**config.mk**
```make
export PLATFORM = sky130hd
export DESIGN_NAME = tl_arb2
export DESIGN_NICKNAME = d
export VERILOG_FILES = /design/src/rtl/tl_arb2.sv
export SDC_FILE = /design/constraint.sdc
export NUM_CORES = 1
export LEC_CHECK = 0
export CORE_AREA = 2 2 101 103
export DETAILED_ROUTE_END_ITERATION = 7
export DIE_AREA = 0 0 103 105
export DONT_BUFFER_PORTS = 1
export PLACE_DENSITY = 0.35
export RECOVER_POWER = 25
export SLEW_MARGIN = 20
export SYNTH_ARGS = -nofsm -noshare
export SYNTH_HDL_FRONTEND = slang
export SYNTH_SLANG_ARGS = --single-unit
```
**constraint.sdc**
```tcl
create_clock -name clk -period 1.5 [get_ports clk]
set_input_delay 0.075 -clock clk [delete_from_list [all_inputs] [get_ports clk]]
set_output_delay 0.075 -clock clk [all_outputs]
set_load 0.03 [all_outputs]
```
**src/rtl/tl_arb2.sv**
```systemverilog
`default_nettype none
// tl_arb2: two-master A/D channel arbiter, one outstanding transaction, grant held A through D.
// Build option ARB_FIXED_PRIO_EN selects fixed priority (master 0 wins ties) instead of round-robin.
module tl_arb2 #(
   parameter int DW = 32,
   parameter int AW = 4
) (
   input  logic          clk,
   input  logic          rst_n,
   input  logic          m0_a_valid,
   output logic          m0_a_ready,
   input  logic [3:0]    m0_a_opcode,
   input  logic [3:0]    m0_a_mask,
   input  logic [AW-1:0] m0_a_address,
   input  logic [DW-1:0] m0_a_data,
   output logic          m0_d_valid,
   input  logic          m0_d_ready,
   output logic [3:0]    m0_d_opcode,
   output logic [DW-1:0] m0_d_data,
   input  logic          m1_a_valid,
   output logic          m1_a_ready,
   input  logic [3:0]    m1_a_opcode,
   input  logic [3:0]    m1_a_mask,
   input  logic [AW-1:0] m1_a_address,
   input  logic [DW-1:0] m1_a_data,
   output logic          m1_d_valid,
   input  logic          m1_d_ready,
   output logic [3:0]    m1_d_opcode,
   output logic [DW-1:0] m1_d_data,
   output logic          a_valid,
   output logic [3:0]    a_opcode,
   output logic [3:0]    a_mask,
   output logic [AW-1:0] a_address,
   output logic [DW-1:0] a_data,
   input  logic          a_ready,
   input  logic          d_valid,
   input  logic [3:0]    d_opcode,
   input  logic [DW-1:0] d_data,
   output logic          d_ready,
   output logic [1:0]    gnt,
   output logic          busy
);

   typedef enum logic [1:0] {IDLE = 2'd0, A_PH = 2'd1, D_PH = 2'd2} state_t;

   state_t state_q, state_d;
   logic   owner_q, owner_d;
   logic   own_a_valid, own_d_ready, win, d_done;

   assign own_a_valid = owner_q ? m1_a_valid : m0_a_valid;
   assign own_d_ready = owner_q ? m1_d_ready : m0_d_ready;
   assign d_done      = (state_q == D_PH) && d_valid && own_d_ready;

`ifdef ARB_FIXED_PRIO_EN
   assign win = ~m0_a_valid;
`else
   logic last_q, last_d;

   // master 0 wins the first tie after reset
   always_ff @(posedge clk or negedge rst_n) begin
      if (!rst_n) last_q <= 1'b1;
      else        last_q <= last_d;
   end

   assign last_d = d_done ? owner_q : last_q;
   assign win    = (m0_a_valid && m1_a_valid) ? ~last_q : m1_a_valid;
`endif

   always_ff @(posedge clk or negedge rst_n) begin
      if (!rst_n) begin
         state_q <= IDLE;
         owner_q <= 1'b0;
      end else begin
         state_q <= state_d;
         owner_q <= owner_d;
      end
   end

   always_comb begin
      state_d     = state_q;
      owner_d     = owner_q;
      a_valid     = 1'b0;
      a_opcode    = '0;
      a_mask      = '0;
      a_address   = '0;
      a_data      = '0;
      d_ready     = 1'b0;
      m0_a_ready  = 1'b0;
      m1_a_ready  = 1'b0;
      m0_d_valid  = 1'b0;
      m1_d_valid  = 1'b0;
      m0_d_opcode = '0;
      m1_d_opcode = '0;
      m0_d_data   = '0;
      m1_d_data   = '0;
      gnt         = 2'b00;
      busy        = 1'b0;
      case (state_q)
         IDLE: begin
            if (m0_a_valid || m1_a_valid) begin
               owner_d = win;
               state_d = A_PH;
            end
         end
         A_PH: begin
            busy = 1'b1;
            gnt  = owner_q ? 2'b10 : 2'b01;
            if (own_a_valid) begin
               a_valid   = 1'b1;
               a_opcode  = owner_q ? m1_a_opcode  : m0_a_opcode;
               a_mask    = owner_q ? m1_a_mask    : m0_a_mask;
               a_address = owner_q ? m1_a_address : m0_a_address;
               a_data    = owner_q ? m1_a_data    : m0_a_data;
            end
            if (owner_q) m1_a_ready = a_ready;
            else         m0_a_ready = a_ready;
            // a request withdrawn before acceptance is dropped without touching the pointer
            if (!own_a_valid)  state_d = IDLE;
            else if (a_ready)  state_d = D_PH;
         end
         D_PH: begin
            busy    = 1'b1;
            gnt     = owner_q ? 2'b10 : 2'b01;
            d_ready = own_d_ready;
            if (owner_q) begin
               m1_d_valid  = d_valid;
               m1_d_opcode = d_opcode;
               m1_d_data   = d_data;
            end else begin
               m0_d_valid  = d_valid;
               m0_d_opcode = d_opcode;
               m0_d_data   = d_data;
            end
            if (d_done) state_d = IDLE;
         end
         default: state_d = IDLE;
      endcase
   end

endmodule
`default_nettype wire

```
Word level (Yosys, flattened, before mapping) --
Index checks and enable logic that the tools add are counted.
Cells by class: equal/unequal tests 5, mux-type cells 42, bitwise operators 1, reductions and logical operators 8
Operator list (count):
- $mux 32 | 7
- $mux 4 | 13
- $mux 1 | 15
- $mux 2 | 6
- $pmux 2 s3 | 1
- $ne 2x2->1 const B | 2
- $logic_and 1x1->1 | 3
- $ne 3x3->1 const B | 1
- $reduce_and 3->1 | 1
- $eq 2x1->1 const B | 1
- $eq 2x2->1 const B | 1
- $logic_not 2->1 | 1
- $reduce_and 2->1 | 1
- $reduce_or 2->1 | 1
- $logic_or 1x1->1 | 1
- $not 1->1 | 1
Word-level totals: bits in registers 4, input bits 132, output and inout bits 125

Logic depth before layout (Yosys ltp) --
Gate-level depths: netlist (run 1).
depth in word-level cells 5, gate-level depth with buffers 6, mapped depth without buffers 5

Least setup slack after synthesis (run 1) --
No wires, ideal clock.
path type register -> output, start register owner_q, end output port a_address[0], arrival time 1.444 ns, required time 1.425 ns, setup slack -0.019 ns, cell stages (with the launch flop) 7, path buffers 3, path through dfrtp_1 buf_4 mux2_4 nand2_1 buf_6 buf_6 nor2_1
Between the ends: longest elaborated chain between the ends 3, elaborated cells on any way between the ends 4
Ends and longest elaborated chain:
- from (decl) | RTL line 47 | logic owner_q, owner_d;
- from (signal assigned) | RTL line 75 | owner_q <= owner_d;
- $mux 4 or $mux 1 (tied branches) | RTL line 112, 50
- $mux 4 * | RTL line 108 | if (own_a_valid) begin
- $mux 4 * | RTL line 98 | case (state_q)
- to (decl) | RTL line 33 | output logic [AW-1:0] a_address,
Mark *: on every way between the ends. The rest lies on a longest branch, timed or not.

Worst setup path after layout (run 1) --
start register owner_q, end output port a_data[31]
Between the ends: longest elaborated chain between the ends 3, elaborated cells on any way between the ends 4
Ends and longest elaborated chain:
- $mux 32 or $mux 1 (tied branches) | RTL line 113, 50
- $mux 32 * | RTL line 108
- $mux 32 * | RTL line 98
- to (decl) | RTL line 34 | output logic [DW-1:0] a_data,
Marks and branches as above.

==> metrics, run 1 <==
largest area contributor in the netlist mux2i_1; # H-tree levels 1; vias in the first global route 2,035; max-cap violations 0; core area 0.00964 sq mm; Mapped Area 0.00151 sq mm; Cell variety after synth 24; vias 2,202; Seq/Total Area, Yosys 6.72%; Tot Pwr 6.71 mW; Clock Path Buffers 2; RD Place Congestion 0.720; largest net degree at the start of global routing 38; grt ovf 0; most numerous cell in the Yosys netlist nor2_1; Final WS setup -0.179 ns; CTS tree yes; DP HPWL 5.30 mm; fraction of layout cells with a size suffix above 1 75.4%; Syn-to-layout area delta 158%; final period utilization 112%; Post-synth ARST share 100%; post-synthesis average cell area 6.88 sq um; Setup WS pre-CTS -0.0525 ns; relative slew slack 78.0%; CP Class reg2out; Final Instance Area 0.00389 sq mm; count of final hold-check violations 0; final WL 9.04 mm; top cells by count, synth nor2_1 (46), mux2i_1 (45), and2_1 (38), and3_1 (38), clkbuf_1 (11); Net count, final 489; Initial Util 15.6%; Final setup viols 124; Chip Width 103 um; Starting DRT DRC Count 34; hold crit path type in2reg; outcome complete, but fails checks; Worst Skew 0.00196 ns; Clock transition at path regs 0.03 ns; TritonCTS Sinks 4; number of cell rows 36; Diodes inserted 0; post-route minimum period 1.68 ns; FMAX 0.596 GHz; Slew Limit Fails 0; critical path peak fanout 6; PD cells 1730 mW/mm^2; Yosys reg bits 4; WP data required 1.42 ns; post-synth top area share 29.9%; total CTS buffers 3; Worst EP arrival 1.60 ns; Worst VDD drop 829 uV; Leakage Power 1.83 nW; DRC errors left 0; die area 0.0108 sq mm; failing checks negative setup slack; Placed Area 0.00257 sq mm; cell count after synthesis 219; PortBufs 0; Worst-Skew Late Latency 0.22 ns; Synth Warn # 0; Top FF cell, synth dfrtp_1; GRT Util Overall 12.5%; top post-synthesis cells by area mux2i_1 (30%), and2_1 (16%), and3_1 (16%), nor2_1 (11%), dfrtp_1 (5.0%); post-route ant nets 0; first-pass GRT wire length 10.6 mm; Crit. End Element primary output; RSZ-0062 raised after global routing true; Root Driver clkbuf_8; Worst Tran Pin Value 0.331 ns; number of synthesized flops with an enable pin 0; DR WL/cell 18.6 um; startpoint types flip-flop; Vias/cell 4.53; 1st-pass router iterations 4; initial antenna violation count 0; Synthesized Nets 354; die height 105 um; IO Pins 257
==> sequential cells by signal (all words and copies together), names as in the netlist <==
name	count
last_q	1
owner_q	1
state_q	2
==> what timing repair did <==
action	in CTS	in global routing
gates resized for setup	106	129
hold buffers	1	0
cloned	5	8
buffers inserted	8	5
hold endpoints to repair	4	0
endpoints found under the setup margin	120	115
pin swaps	2	43
==> final cells by class <==
type / count / area, sq um
fillers: 963 / 5750
repair buffers: 153 / 1820
multi-input cells: 188 / 1740
well taps: 133 / 166
flip-flops and latches: 4 / 105
clock buffers: 4 / 45.0
inverters: 4 / 17.5
==> cell usage in the layout (no fill, tap or decap), types with 3 or more instances in the layout <==
master	instances
and2_4	35
nand2_1	5
buf_12	6
and2_1	3
buf_4	32
and3_4	36
nor2_1	26
clkbuf_16	5
mux2i_4	3
clkbuf_8	3
nor2_4	8
buf_16	5
mux2i_2	4
buf_8	3
mux2i_1	38
nor2_2	12
buf_6	101
==> final timing paths <==
kind | start | endpoint | slack (ns) | cells past startpoint
setup / recovery | owner_q$_DFFE_PN0P_ | a_data[31] | -0.18 | 6
hold / removal | m1_a_valid | owner_q$_DFFE_PN0P_ | 0.03 | 1
setup reg to reg | owner_q$_DFFE_PN0P_ | last_q$_DFFE_PN1P_ | -0.14 | 6
hold reg to reg | last_q$_DFFE_PN1P_ | owner_q$_DFFE_PN0P_ | 0.61 | 2
max in group asynchronous | rst_n | last_q$_DFFE_PN1P_ | 1.12 | 1
min in group asynchronous | rst_n | state_q[0]$_DFFE_PN0P_ | 0.13 | 1
==> cell families (layout without fill, tap and decap cells) <==
logic type,after synthesis,in the layout,share of synthesized area (%)
flops,4,4,6.72
mux,47,47,31.6
fa+ha+maj,3,3,2.49
buf+inv,27,161,9.96
compound gates,7,7,3.32
simple gates,131,131,45.9
==> metrics by stage <==
step | util [%] | cells | TNS, ns | hold WS [ns]
finish | 40.3 | 486 | -13.44 | 0.0284
CTS | 33.7 | 476 | -11.75 | 0.0315
floorplan | - | 219 | -0.688 | -0.221
global route | 40.3 | 486 | -18.09 | 0.0461
detailed placement | 26.7 | 458 | -0.125 | -0.220
global placement | 26.7 | 458 | -0.0246 | -0.220
==> per-layer routing <==
metal	track usage (%)	part of all wire, %	vias up
li1	-	-	1011
met2	25.6	56	158
met1	13.3	35	1029
met4	2.35	0.46	0
met3	1.20	8.5	4
met5	0	0	-
==> power by group <==
part / switching, mW / internal, mW / leakage [nW]
clock: 0.0602 / 0.182 / 0.0228
sequential: 0.0547 / 0.181 / 0.0464
combinational: 3.30 / 2.93 / 1.76
==> critical path: stages (launching register included) <==
cell	delay (ns)
dfrtp_4	0.49
mux2_4	0.34
nand2_8	0.09
buf_12	0.13
clkbuf_16	0.15
nor2_2	0.05
buf_6	0.14
(Power assumes the default switching activity.)
==> run 2: changes to the inputs <==
--- a/config.mk
+++ b/config.mk
@@ -5,11 +5,12 @@
 export SDC_FILE = /design/constraint.sdc
 export NUM_CORES = 1
 export LEC_CHECK = 0
-export CORE_AREA = 2 2 101 103
+export ABC_AREA = 1
+export BUFFER_PORTS_ARGS = -buffer_cell sky130_fd_sc_hd__buf_2
+export CORE_AREA = 3 3 99 101
 export DETAILED_ROUTE_END_ITERATION = 7
-export DIE_AREA = 0 0 103 105
-export DONT_BUFFER_PORTS = 1
-export PLACE_DENSITY = 0.35
+export DIE_AREA = 0 0 102 104
+export PLACE_DENSITY = 0.62
 export RECOVER_POWER = 25
 export SLEW_MARGIN = 20
 export SYNTH_ARGS = -nofsm -noshare
==> run 2 against run 1 <==
  * Flip-flop and latch count is the same
  * Utilization up 2.7 points
  * Combinational power fell by 14%
  * Count of clock-buffer cells in the layout unchanged
  * First-iteration DRC count is 130% higher
  * The flow still finishes with violations (negative setup slack)
  * Cell count increased by 40%
  * Wire length shrank 2.6%
  * Largest power group unchanged
==> metrics, run 2 <==
outcome complete, but fails checks; failing checks negative setup slack; die height 104 um; IO Pins 257; Slew Limit Fails 0; vias in the first global route 2,757; TritonCTS Sinks 4; Yosys reg bits 4; hold slack 0.116 ns; GRT Util Overall 14.0%; Worst Reg-to-Reg Cells 9; cell count after synthesis 313; Net count, final 707; max FFs per register 2; Synth Warn # 0; top cells by count, synth nand2_1 (103), nor2_1 (75), inv_1 (46), a21oi_2 (40), buf_2 (11); count of final hold-check violations 0; Root Driver clkbuf_8; total CTS buffers 3; DR WL/cell 12.9 um; first-pass GRT wire length 12.5 mm; RSZ-0062 raised after global routing true; Worst Tran Pin Value 0.235 ns; Starting DRT DRC Count 78; biggest regs state_q x2, last_q x1, owner_q x1; number of cell rows 35; final period utilization 107%; vias 2,821; Seq/Total Area, Yosys 6.23%; Tot Pwr 5.85 mW; Clock transition at path regs 0.03 ns; Worst Skew 0.00469 ns; die area 0.0106 sq mm; Critical path origin state_q[1]$_DFFE_PN0P_; FMAX 0.624 GHz; post-synthesis average cell area 5.20 sq um; final core utilization 43.0%; Diodes inserted 0; Synth Area in XOR/XNOR 0%; Top FF cell, synth dfrtp_1; Final Instance Area 0.00392 sq mm; Clock Path Buffers 2; Synth Area in Adders 2.31%; RD Place Congestion 0.877; Placed Area 0.00307 sq mm; commonest non-fill, non-tap cells in the layout buf_2 (137), nand2_1 (101), buf_4 (77); max-cap violations 0; number of synthesized flops with an enable pin 0; Setup WS pre-CTS -0.0155 ns; Final WS setup -0.103 ns; Final setup viols 102; post-route minimum period 1.60 ns; R2R Path End state_q[0]$_DFFE_PN0P_; WP data required 1.42 ns; CP endpoint a_data[1]; final WL 8.81 mm; Crit. End Element primary output; largest reg by FF count state_q; Leakage Power 2.21 nW; placed insts 672; commonest non-fill, non-tap cell in the layout buf_2; Initial Util 17.9%; Vias/cell 4.14; Critical R2R Launch state_q[0]$_DFFE_PN0P_; Cell variety after synth 22; startpoint types flip-flop; hold crit path type in2reg; 1st-pass router iterations 4; PD cells 1490 mW/mm^2; Mapped Area 0.00163 sq mm; critical path peak fanout 11; CP Class reg2out; Worst-Skew Late Latency 0.22 ns; Worst VDD drop 1320 uV; DRC errors left 0; most numerous cell in the Yosys netlist nand2_1; largest area contributor in the netlist nand2_1; Post-synth ARST share 100%; Worst R2R Setup Slack 0.10 ns; # H-tree levels 1; largest net degree at the start of global routing 48; complex-gate fraction of the synthesized area 24.4%; top post-synthesis cells by area nand2_1 (24%), a21oi_2 (22%), nor2_1 (17%), inv_1 (11%), buf_6 (5.5%); Sum Neg Setup Slack -4.56 ns; Chip Width 102 um; main combinational cell family by area after synthesis simple AND/OR/NAND/NOR gates; CTS tree yes; core area 0.00911 sq mm; PortBufs 256; mux contribution to synthesized area 0%; fin cells 682; Synth Area in Simple Gates 45.7%; post-route ant nets 0; post-synth top area share 23.8%; Synthesized Nets 448; Syn-to-layout area delta 141%; grt ovf 0; initial antenna violation count 0; Worst EP arrival 1.53 ns; fraction of layout cells with a size suffix above 1 60.9%; relative slew slack 84.4%; DP HPWL 6.29 mm
==> run 2: worst min path at each step <==
stage	from	to	slack (ns)	depth (start not counted)
2_1_floorplan	rst_n	owner_q$_DFFE_PN0P_	-0.22	0
3_3_place_gp	rst_n	state_q[0]$_DFFE_PN0P_	-0.11	1
3_5_place_dp	rst_n	state_q[0]$_DFFE_PN0P_	-0.11	1
4_1_cts	a_ready	state_q[1]$_DFFE_PN0P_	0.12	3
5_1_grt	a_ready	state_q[1]$_DFFE_PN0P_	0.13	3
6_report	a_ready	state_q[1]$_DFFE_PN0P_	0.12	3
==> run 2: power breakdown <==
part / internal (mW) / total (mW) / switching, mW
Sequential: 0.174 / 0.260 / 0.0859
Clock: 0.182 / 0.241 / 0.0588
Combinational: 2.05 / 5.35 / 3.30
Total: 2.41 / 5.85 / 3.44
==> run 2: logic make-up after synthesis <==
| logic type | count (synthesis) |
|---|---|
| AO/OA/AOI/OAI | 48 |
| adder cells (fa/ha/maj) | 3 |
| flip-flops | 4 |
| buffers and inverters | 69 |
| AND/OR/NAND/NOR | 189 |
==> run 2: cell type report <==
cell class,instances,area [sq um]
well taps,111,139
multi-input cells,240,1430
inverters,48,193
clock buffers,4,45.0
flip-flops and latches,4,104
fillers,952,5190
repair buffers,275,2010
==> run 2: worst max-delay path, stage by stage (launching register included) <==
cell and delay, ns:
dfrtp_1 0.37, inv_2 0.08, ha_4 0.17, nand3_4 0.08, nand2_4 0.10, inv_8 0.06
buf_12 0.15, a21oi_4 0.14, buf_6 0.15
==> run 2: timing repair <==
action	4_1_cts	5_1_grt
setup endpoints to repair	118	124
gates resized for setup	171	51
endpoints found under the hold margin	4	0
gates cloned	0	1
hold buffers	1	0
setup buffers	2	2
pin swaps	1	1
==> run 2: routing by layer <==
| layer | GRT usage (%) | up-vias | share of wire [%] |
|---|---|---|---|
| met3 | 2.08 | 8 | 7.7 |
| met4 | 2.06 | 0 | 1.0 |
| met2 | 29.2 | 124 | 57 |
| met5 | 0 | - | 0 |
| li1 | - | 1450 | - |
| met1 | 14.1 | 1239 | 35 |
==> run 3: changes to the inputs <==
--- a/config.mk
+++ b/config.mk
@@ -7,10 +7,10 @@
 export LEC_CHECK = 0
 export ABC_AREA = 1
 export BUFFER_PORTS_ARGS = -buffer_cell sky130_fd_sc_hd__buf_2
-export CORE_AREA = 3 3 99 101
+export CORE_AREA = 3 3 98 100
 export DETAILED_ROUTE_END_ITERATION = 7
-export DIE_AREA = 0 0 102 104
-export PLACE_DENSITY = 0.62
+export DIE_AREA = 0 0 101 103
+export PLACE_DENSITY = 0.63
 export RECOVER_POWER = 25
 export SLEW_MARGIN = 20
 export SYNTH_ARGS = -nofsm -noshare
==> constraint.sdc (replaced) <==
create_clock -name clk -period 2 [get_ports clk]
set_input_delay 0.1 -clock clk [delete_from_list [all_inputs] [get_ports clk]]
set_output_delay 0.1 -clock clk [all_outputs]
set_load 0.01 [all_outputs]
==> run 3 against run 2 <==
  * The run now ends clean
  * Sequential share of layout area is 0.80 points higher
  * Via count decreased by 2.3%
  * Total power is 57% lower
  * Largest cell class unchanged
  * Die area is 1.9% lower
  * Clock power fell by 26%
  * Largest power group unchanged
  * First-iteration DRC count fell by 32%
  * Count of clock-buffer cells in the layout is the same
==> metrics, run 3 (synthesis gave the netlist of run 2 again) <==
Net count, final 692; crit path cell chain buf_4 -> nand2_1 -> a21oi_2 -> buf_2; vias in the first global route 2,301; combinational share of power 85.9%; total CTS buffers 3; Vias/cell 4.15; Clock Path Buffers 2; grt ovf 0; CP Class reg2out; switching power total 1.53 mW; Final setup viols 0; PD cells 862 mW/mm^2; FMAX 0.544 GHz; Sum Neg Setup Slack 0 ns; PortBufs 256; Starting DRT DRC Count 53; Diodes inserted 0; WP data required 1.90 ns; sequential share of power 7.1%; CTS tree yes; CP max stage cell dfrtp_1; commonest non-fill, non-tap cells in the layout buf_2 (233), nand2_1 (103), nor2_1 (75); # H-tree levels 1; DR WL/cell 11.7 um; 1st-pass router iterations 4; commonest non-fill, non-tap cell in the layout buf_2; internal power 1.00 mW; outcome finished clean; largest net degree at the start of global routing 47; count of final hold-check violations 0; post-route minimum period 1.84 ns; Initial Util 18.6%; post-CTS setup buffer count 0; vias 2,757; Root Driver clkbuf_8; Worst-Skew Late Latency 0.22 ns; GRT Util Overall 12.3%; CP Buf/Inv Count 2; startpoint types flip-flop; TritonCTS Sinks 4; final WL 7.74 mm; DRC errors left 0; hold depth 2; crit-path leading delay family buffers and inverters; Setup WS pre-CTS 0.274 ns; Slew Limit Fails 0; RSZ-0062 raised after global routing false; critical path peak fanout 46; max-cap violations 0; DP HPWL 6.44 mm; initial antenna violation count 0; RD Place Congestion 0.822; max FFs per register 2; Worst Reg-to-Reg Cells 9; hold crit path type in2reg; Leakage Power 1.95 nW; post-route ant nets 0; Worst Skew 0.00543 ns; switching share of total power 60.5%; Syn-to-layout area delta 80.6%; Worst Tran Pin Value 0.491 ns; final period utilization 91.9%; Final WS setup 0.163 ns; biggest regs state_q x2, last_q x1, owner_q x1; die area 0.0104 sq mm; CP Depth 4; core area 0.00876 sq mm; number of cell rows 34; Worst EP arrival 1.74 ns; CP max stage delay 0.55 ns; Clock Power Share 7.1%; largest reg by FF count state_q; IO Pins 257; first-pass GRT wire length 10.7 mm; Crit. End Element primary output; die height 103 um; Chip Width 101 um; Tot Pwr 2.53 mW; relative slew slack 67.3%; Clock transition at path regs 0.03 ns; fraction of layout cells with a size suffix above 1 51.8%; Worst VDD drop 967 uV
[run 3: changes by cell type in the layout (fill, tap and decap cells not counted), sizes merged]
cell,delta
clkbuf,+22
buf,-37
[run 3: worst paths after layout]
path                                        start                     end  slack, ns
min                                    m1_a_valid     owner_q$_DFFE_PN0P_       0.17
max in group asynchronous                   rst_n      last_q$_DFFE_PN1P_       1.48
min reg2reg                    last_q$_DFFE_PN1P_      last_q$_DFFE_PN1P_       0.49
max                           owner_q$_DFFE_PN0P_              a_data[19]       0.16
max reg2reg                state_q[0]$_DFFE_PN0P_  state_q[0]$_DFFE_PN0P_       0.58
min in group asynchronous                   rst_n  state_q[0]$_DFFE_PN0P_       0.26
[run 3: repair_timing]
action | CTS | global route
resized for setup | 0 | 2
endpoints found under the setup margin | 0 | 65
endpoints found under the hold margin | 4 | 0
hold buffers | 1 | 0
[run 3: power by group through the flow]
stage	clock (mW)	sequential, mW	combinational [mW]
2_1_floorplan	0	0.146	1.65
3_3_place_gp	0	0.173	2.17
3_5_place_dp	0	0.177	2.21
4_1_cts	0.186	0.176	2.22
5_1_grt	0.196	0.187	2.42
6_report	0.179	0.180	2.18
[run 3: cell type report]
| cell class | instances | area, sq um |
|---|---|---|
| fillers | 966 | 5820 |
| repair buffers | 260 | 1280 |
| multi-input cells | 240 | 1180 |
| inverters | 48 | 190 |
| well taps | 108 | 135 |
| flip-flops and latches | 4 | 101 |
| clock buffers | 4 | 45.0 |
[run 3: per-layer routing]
layer	part of all wire (%)	track usage [%]	vias up
met1	36	13.8	1200
met5	0	0	-
met2	54	24.8	129
met3	8.8	1.62	8
met4	1.1	2.56	0
li1	-	-	1420
[run 3: metrics by stage]
step,std cells,utilization [%],instance area (sq um),hold slack (ns)
2_1_floorplan,313,-,1630,-0.196
3_3_place_gp,659,33.2,2910,-0.0881
3_5_place_dp,659,33.2,2910,-0.0837
4_1_cts,664,33.8,2960,0.169
5_1_grt,664,33.6,2940,0.171
6_report,664,33.6,2940,0.171
